--- src/rtl/two_ch_rr_mux_sel_pkg.sv ---
// rtl/two_ch_rr_mux_sel_pkg.sv - shared select constants and output-register state encoding
package two_ch_rr_mux_sel_pkg;

   localparam logic SEL_CH0 = 1'b0;
   localparam logic SEL_CH1 = 1'b1;

   typedef enum logic {
      ST_EMPTY = 1'b0,
      ST_FULL  = 1'b1
   } state_t;

endpackage

--- src/rtl/mux2to1.sv ---
// rtl/mux2to1.sv - single-bit 2:1 multiplexer
module mux2to1 (
   input  logic i0,
   input  logic i1,
   input  logic s,
   output logic y
);

   // s=0 passes i0, s=1 passes i1
   always_comb begin
      y = s ? i1 : i0;
   end

endmodule

--- src/rtl/mux2to1_4bit.sv ---
// rtl/mux2to1_4bit.sv - 4-bit 2:1 multiplexer built from single-bit muxes
module mux2to1_4bit (
   input  logic [3:0] i0,
   input  logic [3:0] i1,
   input  logic       s,
   output logic [3:0] y
);

   for (genvar b = 0; b < 4; b++) begin : g_bit
      mux2to1 u_mux (
         .i0 (i0[b]),
         .i1 (i1[b]),
         .s  (s),
         .y  (y[b])
      );
   end

endmodule

--- src/rtl/two_ch_rr_mux_sel.sv ---
// rtl/two_ch_rr_mux_sel.sv - round-robin burst arbiter driving the 4-bit mux select and output register
module two_ch_rr_mux_sel
   import two_ch_rr_mux_sel_pkg::*;
#(
   parameter int BURST = 2,
   parameter int CNT_W = 4
) (
   input  logic       clk,
   input  logic       rst,
   input  logic       ch0_valid,
   input  logic [3:0] ch0_data,
   output logic       ch0_ready,
   input  logic       ch1_valid,
   input  logic [3:0] ch1_data,
   output logic       ch1_ready,
   output logic       sel,
   output logic       out_valid,
   output logic [3:0] out_data,
   output logic       out_src,
   input  logic       out_ready
);

   localparam logic [CNT_W-1:0] BURST_C = CNT_W'(BURST);
   localparam logic [CNT_W-1:0] CNT_ONE = CNT_W'(1);
   localparam logic [CNT_W-1:0] CNT_ZERO = '0;

   state_t           state;
   state_t           state_nxt;
   logic             last_grant;
   logic [CNT_W-1:0] burst_cnt;
   logic [CNT_W-1:0] cnt_nxt;
   logic             grant;
   logic             load;
   logic             accept;
   logic [3:0]       mux_y;

   assign out_valid = (state == ST_FULL);
   assign load      = !out_valid || out_ready;
   assign sel       = grant;
   assign ch0_ready = load && (grant == SEL_CH0) && ch0_valid;
   assign ch1_ready = load && (grant == SEL_CH1) && ch1_valid;
   assign accept    = ch0_ready || ch1_ready;

   mux2to1_4bit u_mux (
      .i0 (ch0_data),
      .i1 (ch1_data),
      .s  (sel),
      .y  (mux_y)
   );

   // Grant: a lone requester wins; with both requesting, the owner keeps the
   // channel until its burst is spent. A zero count means no burst is owned
   // yet (after reset), so the channel opposite last_grant goes first.
   always_comb begin
      grant = last_grant;
      if (ch0_valid && !ch1_valid) begin
         grant = SEL_CH0;
      end else if (!ch0_valid && ch1_valid) begin
         grant = SEL_CH1;
      end else if (ch0_valid && ch1_valid) begin
         if ((burst_cnt != CNT_ZERO) && (burst_cnt < BURST_C)) begin
            grant = last_grant;
         end else begin
            grant = ~last_grant;
         end
      end
   end

   // Burst count advances (saturating) while the same channel keeps winning, restarts at 1 on a switch
   always_comb begin
      cnt_nxt = burst_cnt;
      if (grant == last_grant) begin
         if (burst_cnt < BURST_C) begin
            cnt_nxt = burst_cnt + CNT_ONE;
         end
      end else begin
         cnt_nxt = CNT_ONE;
      end
   end

   // Output register occupancy: fill on accept, empty on drain without refill
   always_comb begin
      state_nxt = state;
      case (state)
         ST_EMPTY: begin
            if (accept) begin
               state_nxt = ST_FULL;
            end
         end
         ST_FULL: begin
            if (accept) begin
               state_nxt = ST_FULL;
            end else if (out_ready) begin
               state_nxt = ST_EMPTY;
            end
         end
         default: state_nxt = ST_EMPTY;
      endcase
   end

   // State register, output word and arbitration history; reset drops any in-flight word
   always_ff @(posedge clk) begin
      if (rst) begin
         state      <= ST_EMPTY;
         out_data   <= 4'h0;
         out_src    <= SEL_CH0;
         last_grant <= SEL_CH1;
         burst_cnt  <= CNT_ZERO;
      end else begin
         state <= state_nxt;
         if (accept) begin
            out_data   <= mux_y;
            out_src    <= grant;
            last_grant <= grant;
            burst_cnt  <= cnt_nxt;
         end
      end
   end

endmodule

--- config.mk ---
export PLATFORM = sky130hd
export DESIGN_NAME = two_ch_rr_mux_sel
export DESIGN_NICKNAME = d
export VERILOG_FILES = /design/src/rtl/two_ch_rr_mux_sel_pkg.sv /design/src/rtl/mux2to1.sv /design/src/rtl/mux2to1_4bit.sv /design/src/rtl/two_ch_rr_mux_sel.sv
export SDC_FILE = /design/constraint.sdc
export NUM_CORES = 1
export LEC_CHECK = 0
export CORE_MARGIN = 3
export CORE_UTILIZATION = 30
export DETAILED_ROUTE_END_ITERATION = 8
export GPL_TIMING_DRIVEN = 1
export PLACE_DENSITY = 0.63
export REMOVE_ABC_BUFFERS = 1
export SYNTH_ARGS = -nofsm -noshare
export SYNTH_HDL_FRONTEND = slang
export SYNTH_SLANG_ARGS = --single-unit
--- constraint.sdc ---
create_clock -name clk -period 1.9 [get_ports clk]
set_clock_uncertainty 0.1 [all_clocks]
set_input_delay 0.19 -clock clk [delete_from_list [all_inputs] [get_ports clk]]
set_output_delay 0.19 -clock clk [all_outputs]
set_load 0.01 [all_outputs]
==> qor.log, run 1 <==
qor: clock_tree.cts_max_path_buffers 2
qor: clock_tree.tritoncts_clock_tree built
qor: synthesis.synth_edf_count 0
qor: place.port-buffer-count 21
qor: finish.final.fill_count 175
qor: global_routing.overflow 0
qor: synthesis.post_synth.cell_area_avg 8.60 um2
qor: critical_path.critical_path_class flop to primary output
qor: synthesis.netlist_area 662 um2
qor: status.violations setup timing
qor: place.postPlaceCellArea 1070 um2
qor: status.outcome complete, but fails checks
qor: synthesis.synth_largest_area_cell sky130_fd_sc_hd__dfxtp_1
qor: timing.slew_headroom 0.568
qor: timing.timing.final.crit_share 1.11
qor: critical_path.crit_path_max_fanout 4
qor: synthesis.most_used_dff_post_synth sky130_fd_sc_hd__dfxtp_1
qor: detailed_routing.ant_nets 0
qor: finish.antenna_cells_inserted 0
qor: finish.areaGrowthSynthToFinish 86.0%
qor: timing.hold_viol 0
qor: synthesis.yosysUniqueCellTypes 29
qor: floorplanning.std_cell_rows 16
qor: synthesis.yosys_warnings 0
qor: detailed_routing.wl_per_cell 14.8 um
qor: timing.worst_slew_pin_slew 642 ps
qor: critical_path.start_kind flop
qor: clock_tree.cts_made_buffers 3
qor: floorplanning.dieHeight 53.0 um
qor: critical_path.crit_arrival 1820 ps
qor: detailed_routing.dr.pass1.iters 4
qor: finish.finish.net_count 145
qor: global_routing.grt_pass1_vias 785
qor: synthesis.synth.top_cells.by_area sky130_fd_sc_hd__dfxtp_1 (33%), sky130_fd_sc_hd__o32ai_1 (7.9%), sky130_fd_sc_hd__a211oi_1 (6.8%)
qor: floorplanning.coreArea 2020 um2
qor: synthesis.synth_seq_area_share 0.333
qor: power_and_ir_drop.post-layout-total-power 0.794 mW
qor: global_routing.antenna_found_initial 0
qor: clock_tree.clock_tree.root_cell sky130_fd_sc_hd__clkbuf_4
qor: clock_tree.clock-sinks 11
qor: clock_tree.cts.htree.levels 1
qor: critical_path.path_cells buf_6 -> or4_4 -> o21ai_4 -> a21oi_2 -> and3_1 -> buf_2
qor: detailed_routing.detail_route.vias_per_cell 5.17
qor: job.max_cap_viol_count 0
qor: synthesis.synth-seq-cells 11
qor: timing.timing.final.setup_violations 11
qor: synthesis.asyncSetResetFlopFracSynth 0
qor: detailed_routing.post_route_drc_violation_count 0
qor: detailed_routing.drt_iter0_markers 17
qor: synthesis.synthTopCellsByCount sky130_fd_sc_hd__dfxtp_1 (11), sky130_fd_sc_hd__nand2_1 (7), sky130_fd_sc_hd__a211oi_1 (6), sky130_fd_sc_hd__inv_1 (6), sky130_fd_sc_hd__o32ai_1 (6)
qor: synthesis.synthCells 77
qor: floorplanning.die_area 2810 um2
qor: place.gp_congestion 0.916
qor: detailed_routing.vias 806
qor: timing.fin_tns_setup -1580 ps
qor: floorplanning.start_util 0.327
qor: power_and_ir_drop.p_per_area 645 nW/um2
qor: clock_tree.cts.hold.buffers_added 0
qor: clock_tree.clk-insertion-delay-late 270 ps
qor: synthesis.yosys.area.top_type_share 0.333
qor: global_routing.grt_first_pass_wirelength 3.61 mm
qor: timing.timing.final.crit_period 2110 ps
qor: critical_path.critical_path.max_stage_delay 550 ps
qor: timing.max_freq 0.474 GHz
qor: global_routing.gr-usage-all-layers 0.183
qor: clock_tree.clkSlewWorstSetupHoldPaths 60 ps
qor: finish.postLayoutCellArea 1230 um2
qor: timing.report.final.slew_viol_count 0
qor: finish.post_route_cells_drive_above_1_share 0.419
qor: floorplanning.die_width 53.0 um
qor: detailed_routing.wirelength 2.30 mm
qor: power_and_ir_drop.leakagePower 0.513 nW
qor: timing.unrepaired_setup_endpoints_after_global_routing yes
qor: critical_path.critical_path_required 1610 ps
qor: global_routing.maximum_number_of_pins_on_one_net_before_global_route_repair 10
qor: critical_path.critPathCaptureType primary output
qor: min_path.min_delay_path_class flop to flop
qor: synthesis.yosys.cell_count.top_type sky130_fd_sc_hd__dfxtp_1
qor: floorplanning.io_pins 22
qor: timing.post-route-worst-setup-slack -209 ps
qor: critical_path.critPathSlowestCell sky130_fd_sc_hd__or4_4
qor: power_and_ir_drop.ir_worst_vdd 0.506 mV
qor: place.hpwl 1.55 mm
through the flow:
step / util / setup WS [ps] / hold slack, ps / cells
floorplan: - / -115 / 159 / 73
global placement: 0.529 / -398 / 373 / 145
detailed placement: 0.529 / -415 / 371 / 145
CTS: 0.583 / -295 / 381 / 153
global route: 0.609 / -253 / 405 / 156
finish: 0.609 / -209 / 377 / 156
cell families (layout without fill, tap and decap cells):
| group | count (synthesis) | in the layout | share of synthesized area |
|---|---|---|---|
| AOI/OAI and AO/OA | 34 | 34 | 0.403 |
| and+or+nand+nor | 19 | 19 | 0.147 |
| DFF | 11 | 11 | 0.333 |
| buffers and inverters | 10 | 62 | 0.0586 |
| adders and majority gates | 2 | 2 | 0.0378 |
| muxes | 1 | 1 | 0.0208 |
routing by layer:
metal  global-route usage  up-vias  share of wire
met2                0.306       12           0.50
met1                0.218      384           0.45
met5                    0        -              0
met4               0.0766        0          0.023
li1                     -      405              -
met3               0.0507        5          0.030
what timing repair did:
action | in CTS | in global routing
pin swaps | 16 | 5
cloned | 0 | 0
buffers inserted | 4 | 3
endpoints found under the setup margin | 10 | 12
gates resized for setup | 27 | 5
placed cells by master (no fill, tap or decap), types with 2 or more instances in the layout:
cell                              count
sky130_fd_sc_hd__and3_1               2
sky130_fd_sc_hd__inv_1                4
sky130_fd_sc_hd__o32ai_1              5
sky130_fd_sc_hd__buf_6                4
sky130_fd_sc_hd__buf_2                2
sky130_fd_sc_hd__a211oi_1             4
sky130_fd_sc_hd__o21ai_0              2
sky130_fd_sc_hd__nor2_1               3
sky130_fd_sc_hd__a21oi_2              2
sky130_fd_sc_hd__a221oi_2             2
sky130_fd_sc_hd__clkdlybuf4s50_1     18
sky130_fd_sc_hd__a31oi_1              3
sky130_fd_sc_hd__a21oi_1              3
sky130_fd_sc_hd__dfxtp_2              2
sky130_fd_sc_hd__o21ai_4              2
sky130_fd_sc_hd__nand2_1              7
sky130_fd_sc_hd__clkbuf_4             3
sky130_fd_sc_hd__dfxtp_1              9
sky130_fd_sc_hd__buf_4               28
sky130_fd_sc_hd__a211oi_2             2
sky130_fd_sc_hd__inv_2                2
sky130_fd_sc_hd__a221oi_1             2
power by group:
part | internal, mW | switching (mW) | total [mW]
clock | 0.0816 | 0.0790 | 0.161
sequential | 0.253 | 0.0139 | 0.267
combinational | 0.205 | 0.161 | 0.366
total | 0.539 | 0.254 | 0.794
path summary, 6_finish.rpt:
kind | depth (start not counted) | end | slack (ps) | startpoint
worst max-delay path | 6 | ch1_ready | -210 | burst_cnt[1]
worst min-delay path | 2 | out_data[2] | 380 | out_data[2]
worst max register to register | 7 | out_data[1] | -190 | burst_cnt[1]
worst min register to register | 2 | out_data[2] | 380 | out_data[2]
state kept, by name, indices dropped and copies added, names as in the netlist:
signal / flops
out_src: 1
out_data: 4
last_grant: 1
burst_cnt: 4
out_valid: 1
cell type report:
type	instances	area [um2]	share of cell area
Sequential cell	11	223	0.181
Tap cell	27	33.8	0.0274
Timing Repair Buffer	52	445	0.362
Multi-Input combinational cell	56	480	0.390
Inverter	6	22.5	0.0183
Clock buffer	4	26.3	0.0213
critical path: cells and delay by family, from the launching register on:
| family | cells | cell delay (ps) |
|---|---|---|
| compound gates | 2 | 260 |
| buf+inv | 2 | 250 |
| flops | 1 | 330 |
| simple gates | 2 | 690 |
(Power assumes the default switching activity.)
==> run 2: changes to the inputs <==
--- a/config.mk
+++ b/config.mk
@@ -9,7 +9,7 @@
 export CORE_UTILIZATION = 30
 export DETAILED_ROUTE_END_ITERATION = 8
 export GPL_TIMING_DRIVEN = 1
-export PLACE_DENSITY = 0.63
+export PLACE_DENSITY = 0.6
 export REMOVE_ABC_BUFFERS = 1
 export SYNTH_ARGS = -nofsm -noshare
 export SYNTH_HDL_FRONTEND = slang
==> constraint.sdc (replaced) <==
create_clock -name clk -period 2.3 [get_ports clk]
set_clock_uncertainty 0.1 [all_clocks]
set_input_delay 0.23 -clock clk [delete_from_list [all_inputs] [get_ports clk]]
set_output_delay 0.23 -clock clk [all_outputs]
set_load 0.01 [all_outputs]
==> run 2 against run 1 <==
Against the previous run:
- non-clock buffer count is 22 lower
- die area stayed put
- cell count is 14% lower
- critical path depth stayed put
- setup slack better by 330 ps
- global-route usage is 3.6 points lower
- first-iteration DRC count is 65% lower
- the flow now finishes without violations
- count of clock-buffer cells in the layout stayed put
- via count is 11% lower
- largest cell class unchanged
- final area is 20% lower
- routed wire length is 22% lower
==> qor.log, run 2 (synthesized netlist as in run 1, its figures left out) <==
qor: floorplanning.die_width 53.0 um [unchanged]
qor: finish.most-common-layout-cells sky130_fd_sc_hd__clkdlybuf4s50_1 (18), sky130_fd_sc_hd__dfxtp_1 (9), sky130_fd_sc_hd__buf_4 (9) [was sky130_fd_sc_hd__buf_4 (28), sky130_fd_sc_hd__clkdlybuf4s50_1 (18), sky130_fd_sc_hd__dfxtp_1 (9)]
qor: finish.layout_commonest_cell sky130_fd_sc_hd__clkdlybuf4s50_1 [was sky130_fd_sc_hd__buf_4]
qor: floorplanning.coreArea 2020 um2 [unchanged]
qor: finish.antenna_cells_inserted 0 [unchanged]
qor: timing.post-route-worst-setup-slack 122 ps [was -209 ps]
qor: finish.final-seq-area 223 um2 [unchanged]
qor: timing.timing.final.crit_period 2180 ps
qor: finish.areaGrowthSynthToFinish 48.8% [was 86.0%]
qor: timing.slew_headroom 0.560 [was 0.568]
qor: critical_path.buf_inv_on_cp 2 [unchanged]
qor: clock_tree.clk-insertion-delay-late 270 ps [about the same]
qor: detailed_routing.wirelength 1.79 mm [was 2.30 mm]
qor: timing.max_freq 0.459 GHz
qor: detailed_routing.post_route_drc_violation_count 0 [unchanged]
qor: floorplanning.std_cell_rows 16 [unchanged]
qor: timing.unrepaired_setup_endpoints_after_global_routing no [was yes]
qor: detailed_routing.ant_nets 0 [unchanged]
qor: clock_tree.cts_made_buffers 3 [unchanged]
qor: status.outcome finished, final reports clean [was complete, but fails checks]
qor: detailed_routing.vias 718 [was 806]
qor: timing.timing.final.setup_violations 0 [was 11]
qor: timing.finalHoldWorstSlack 381 ps [was 377 ps]
qor: job.max_cap_viol_count 0 [unchanged]
qor: critical_path.path_cells buf_4 -> or4_4 -> o21ai_4 -> a21oi_2 -> and3_1 -> buf_2 [was buf_6 -> or4_4 -> o21ai_4 -> a21oi_2 -> and3_1 -> buf_2]
qor: detailed_routing.wl_per_cell 13.3 um [was 14.8 um]
qor: detailed_routing.detail_route.vias_per_cell 5.36 [was 5.17]
qor: power_and_ir_drop.p_per_area 573 nW/um2 [was 645 nW/um2]
qor: critical_path.rr_startpoint burst_cnt[1] [unchanged]
qor: detailed_routing.dr.pass1.iters 4 [unchanged]
qor: detailed_routing.wl_met1 877 um [was 1.03 mm]
qor: critical_path.critPathCaptureType primary output [unchanged]
qor: finish.final.fill_count 197 [was 175]
qor: global_routing.overflow 0 [unchanged]
qor: finish.area_taken_by_multi_input_logic_gates 417 um2 [was 480 um2]
qor: critical_path.cp_top_family simple AND/OR/NAND/NOR gates [unchanged]
qor: power_and_ir_drop.post-layout-total-power 0.565 mW [was 0.794 mW]
qor: detailed_routing.wl_met2 772 um [was 1.15 mm]
qor: timing.hold_viol 0 [unchanged]
qor: finish.finish.net_count 123 [was 145]
qor: clock_tree.clkSlewWorstSetupHoldPaths 80 ps [was 60 ps]
qor: clock_tree.clock_tree.root_cell sky130_fd_sc_hd__clkbuf_4 [unchanged]
qor: finish.post_route_cells_drive_above_1_share 0.224 [was 0.419]
qor: global_routing.grt_first_pass_wirelength 3.03 mm [was 3.61 mm]
qor: power_and_ir_drop.leakagePower 0.391 nW [was 0.513 nW]
qor: floorplanning.io_pins 22 [unchanged]
qor: timing.report.final.slew_viol_count 0 [unchanged]
qor: global_routing.antenna_found_initial 0 [unchanged]
qor: detailed_routing.drt_iter0_markers 6 [was 17]
qor: min_path.min_delay_path_class flop to flop [unchanged]
qor: place.port-buffer-count 21 [unchanged]
qor: place.dp_worst_setup_slack -10.4 ps [was -415 ps]
qor: global_routing.gr-usage-all-layers 0.148 [was 0.183]
qor: clock_tree.cts.htree.levels 1 [unchanged]
qor: critical_path.critPathSlowestCell sky130_fd_sc_hd__or4_4 [unchanged]
qor: detailed_routing.wl_met3 95 um [was 70 um]
qor: critical_path.crit_path_max_fanout 6 [was 4]
qor: critical_path.critical_path_class flop to primary output [unchanged]
qor: clock_tree.clock-sinks 11 [unchanged]
qor: global_routing.grt_pass1_vias 675 [was 785]
qor: timing.timing.final.crit_share 0.947
qor: min_path.hp-start out_data[2] [unchanged]
qor: finish.largest_registers burst_cnt: 4 flops, out_data: 4 flops [unchanged]
qor: global_routing.maximum_number_of_pins_on_one_net_before_global_route_repair 12 [was 10]
qor: floorplanning.start_util 0.327 [unchanged]
qor: power_and_ir_drop.ir_worst_vdd 0.264 mV [was 0.506 mV]
qor: detailed_routing.routed.top_layer met4 [unchanged]
qor: place.hpwl 1.34 mm [was 1.55 mm]
qor: floorplanning.die_area 2810 um2 [unchanged]
qor: critical_path.crit_start burst_cnt[1] [unchanged]
qor: critical_path.critical_path.max_stage_delay 570 ps [was 550 ps]
qor: place.gp_congestion 0.798 [was 0.916]
qor: critical_path.critical_path_required 1970 ps [was 1610 ps]
qor: timing.fin_tns_setup 0 ps [was -1580 ps]
qor: clock_tree.tritoncts_clock_tree built [unchanged]
qor: clock_tree.cts_max_path_buffers 2 [unchanged]
qor: critical_path.start_kind flop [unchanged]
qor: timing.worst_slew_pin_slew 658 ps [was 642 ps]
qor: critical_path.crit_arrival 1850 ps [was 1820 ps]
qor: floorplanning.dieHeight 53.0 um [unchanged]
run 2: area by class of cell:
type,instances,share of cell area
Clock buffer,4,0.0267
Inverter,6,0.0229
Multi-Input combinational cell,56,0.423
Sequential cell,11,0.226
Tap cell,27,0.0343
Timing Repair Buffer,30,0.267
run 2: what timing repair did:
item	CTS	global route
pin swaps	3	1
hold buffers	0	0
setup endpoints to repair	3	3
resized for setup	17	0
buffers inserted	1	0
run 2: worst reg2reg max path: stages (launching register included):
cell and delay (ps):
sky130_fd_sc_hd__dfxtp_2 320, sky130_fd_sc_hd__buf_4 140, sky130_fd_sc_hd__or4_4 570, sky130_fd_sc_hd__o21ai_4 180, sky130_fd_sc_hd__buf_4 120, sky130_fd_sc_hd__buf_4 120, sky130_fd_sc_hd__mux2i_2 100, sky130_fd_sc_hd__o211a_1 240
run 2: report_power, final:
group          internal [mW]  leakage (nW)  switching (mW)
Sequential             0.209        0.0916          0.0143
Combinational          0.109         0.284          0.0982
Clock                 0.0671        0.0150          0.0672
Total                  0.385         0.391           0.180
run 2: path summary, 6_finish.rpt:
| check | to | slack (ps) | depth (start not counted) |
|---|---|---|---|
| setup / recovery | ch1_ready | 120 | 6 |
| hold / removal | out_data[2] | 380 | 2 |
| setup reg to reg | burst_cnt[0] | 300 | 7 |
| hold reg to reg | out_data[2] | 380 | 2 |
run 2: per-stage QoR:
| step | instance area (um2) | util | std cells |
|---|---|---|---|
| final | 985 | 0.487 | 134 |
| after detailed placement | 950 | 0.470 | 129 |
| after floorplan | 646 | - | 73 |
| after global placement | 950 | 0.470 | 129 |
| after global routing | 985 | 0.487 | 134 |
| after CTS | 985 | 0.487 | 134 |
run 2: metal layers:
metal / GRT usage / vias to the layer above
met4: 0.0894 / 0
met1: 0.206 / 329
met5: 0 / -
met3: 0.0254 / 4
li1: - / 365
met2: 0.207 / 20
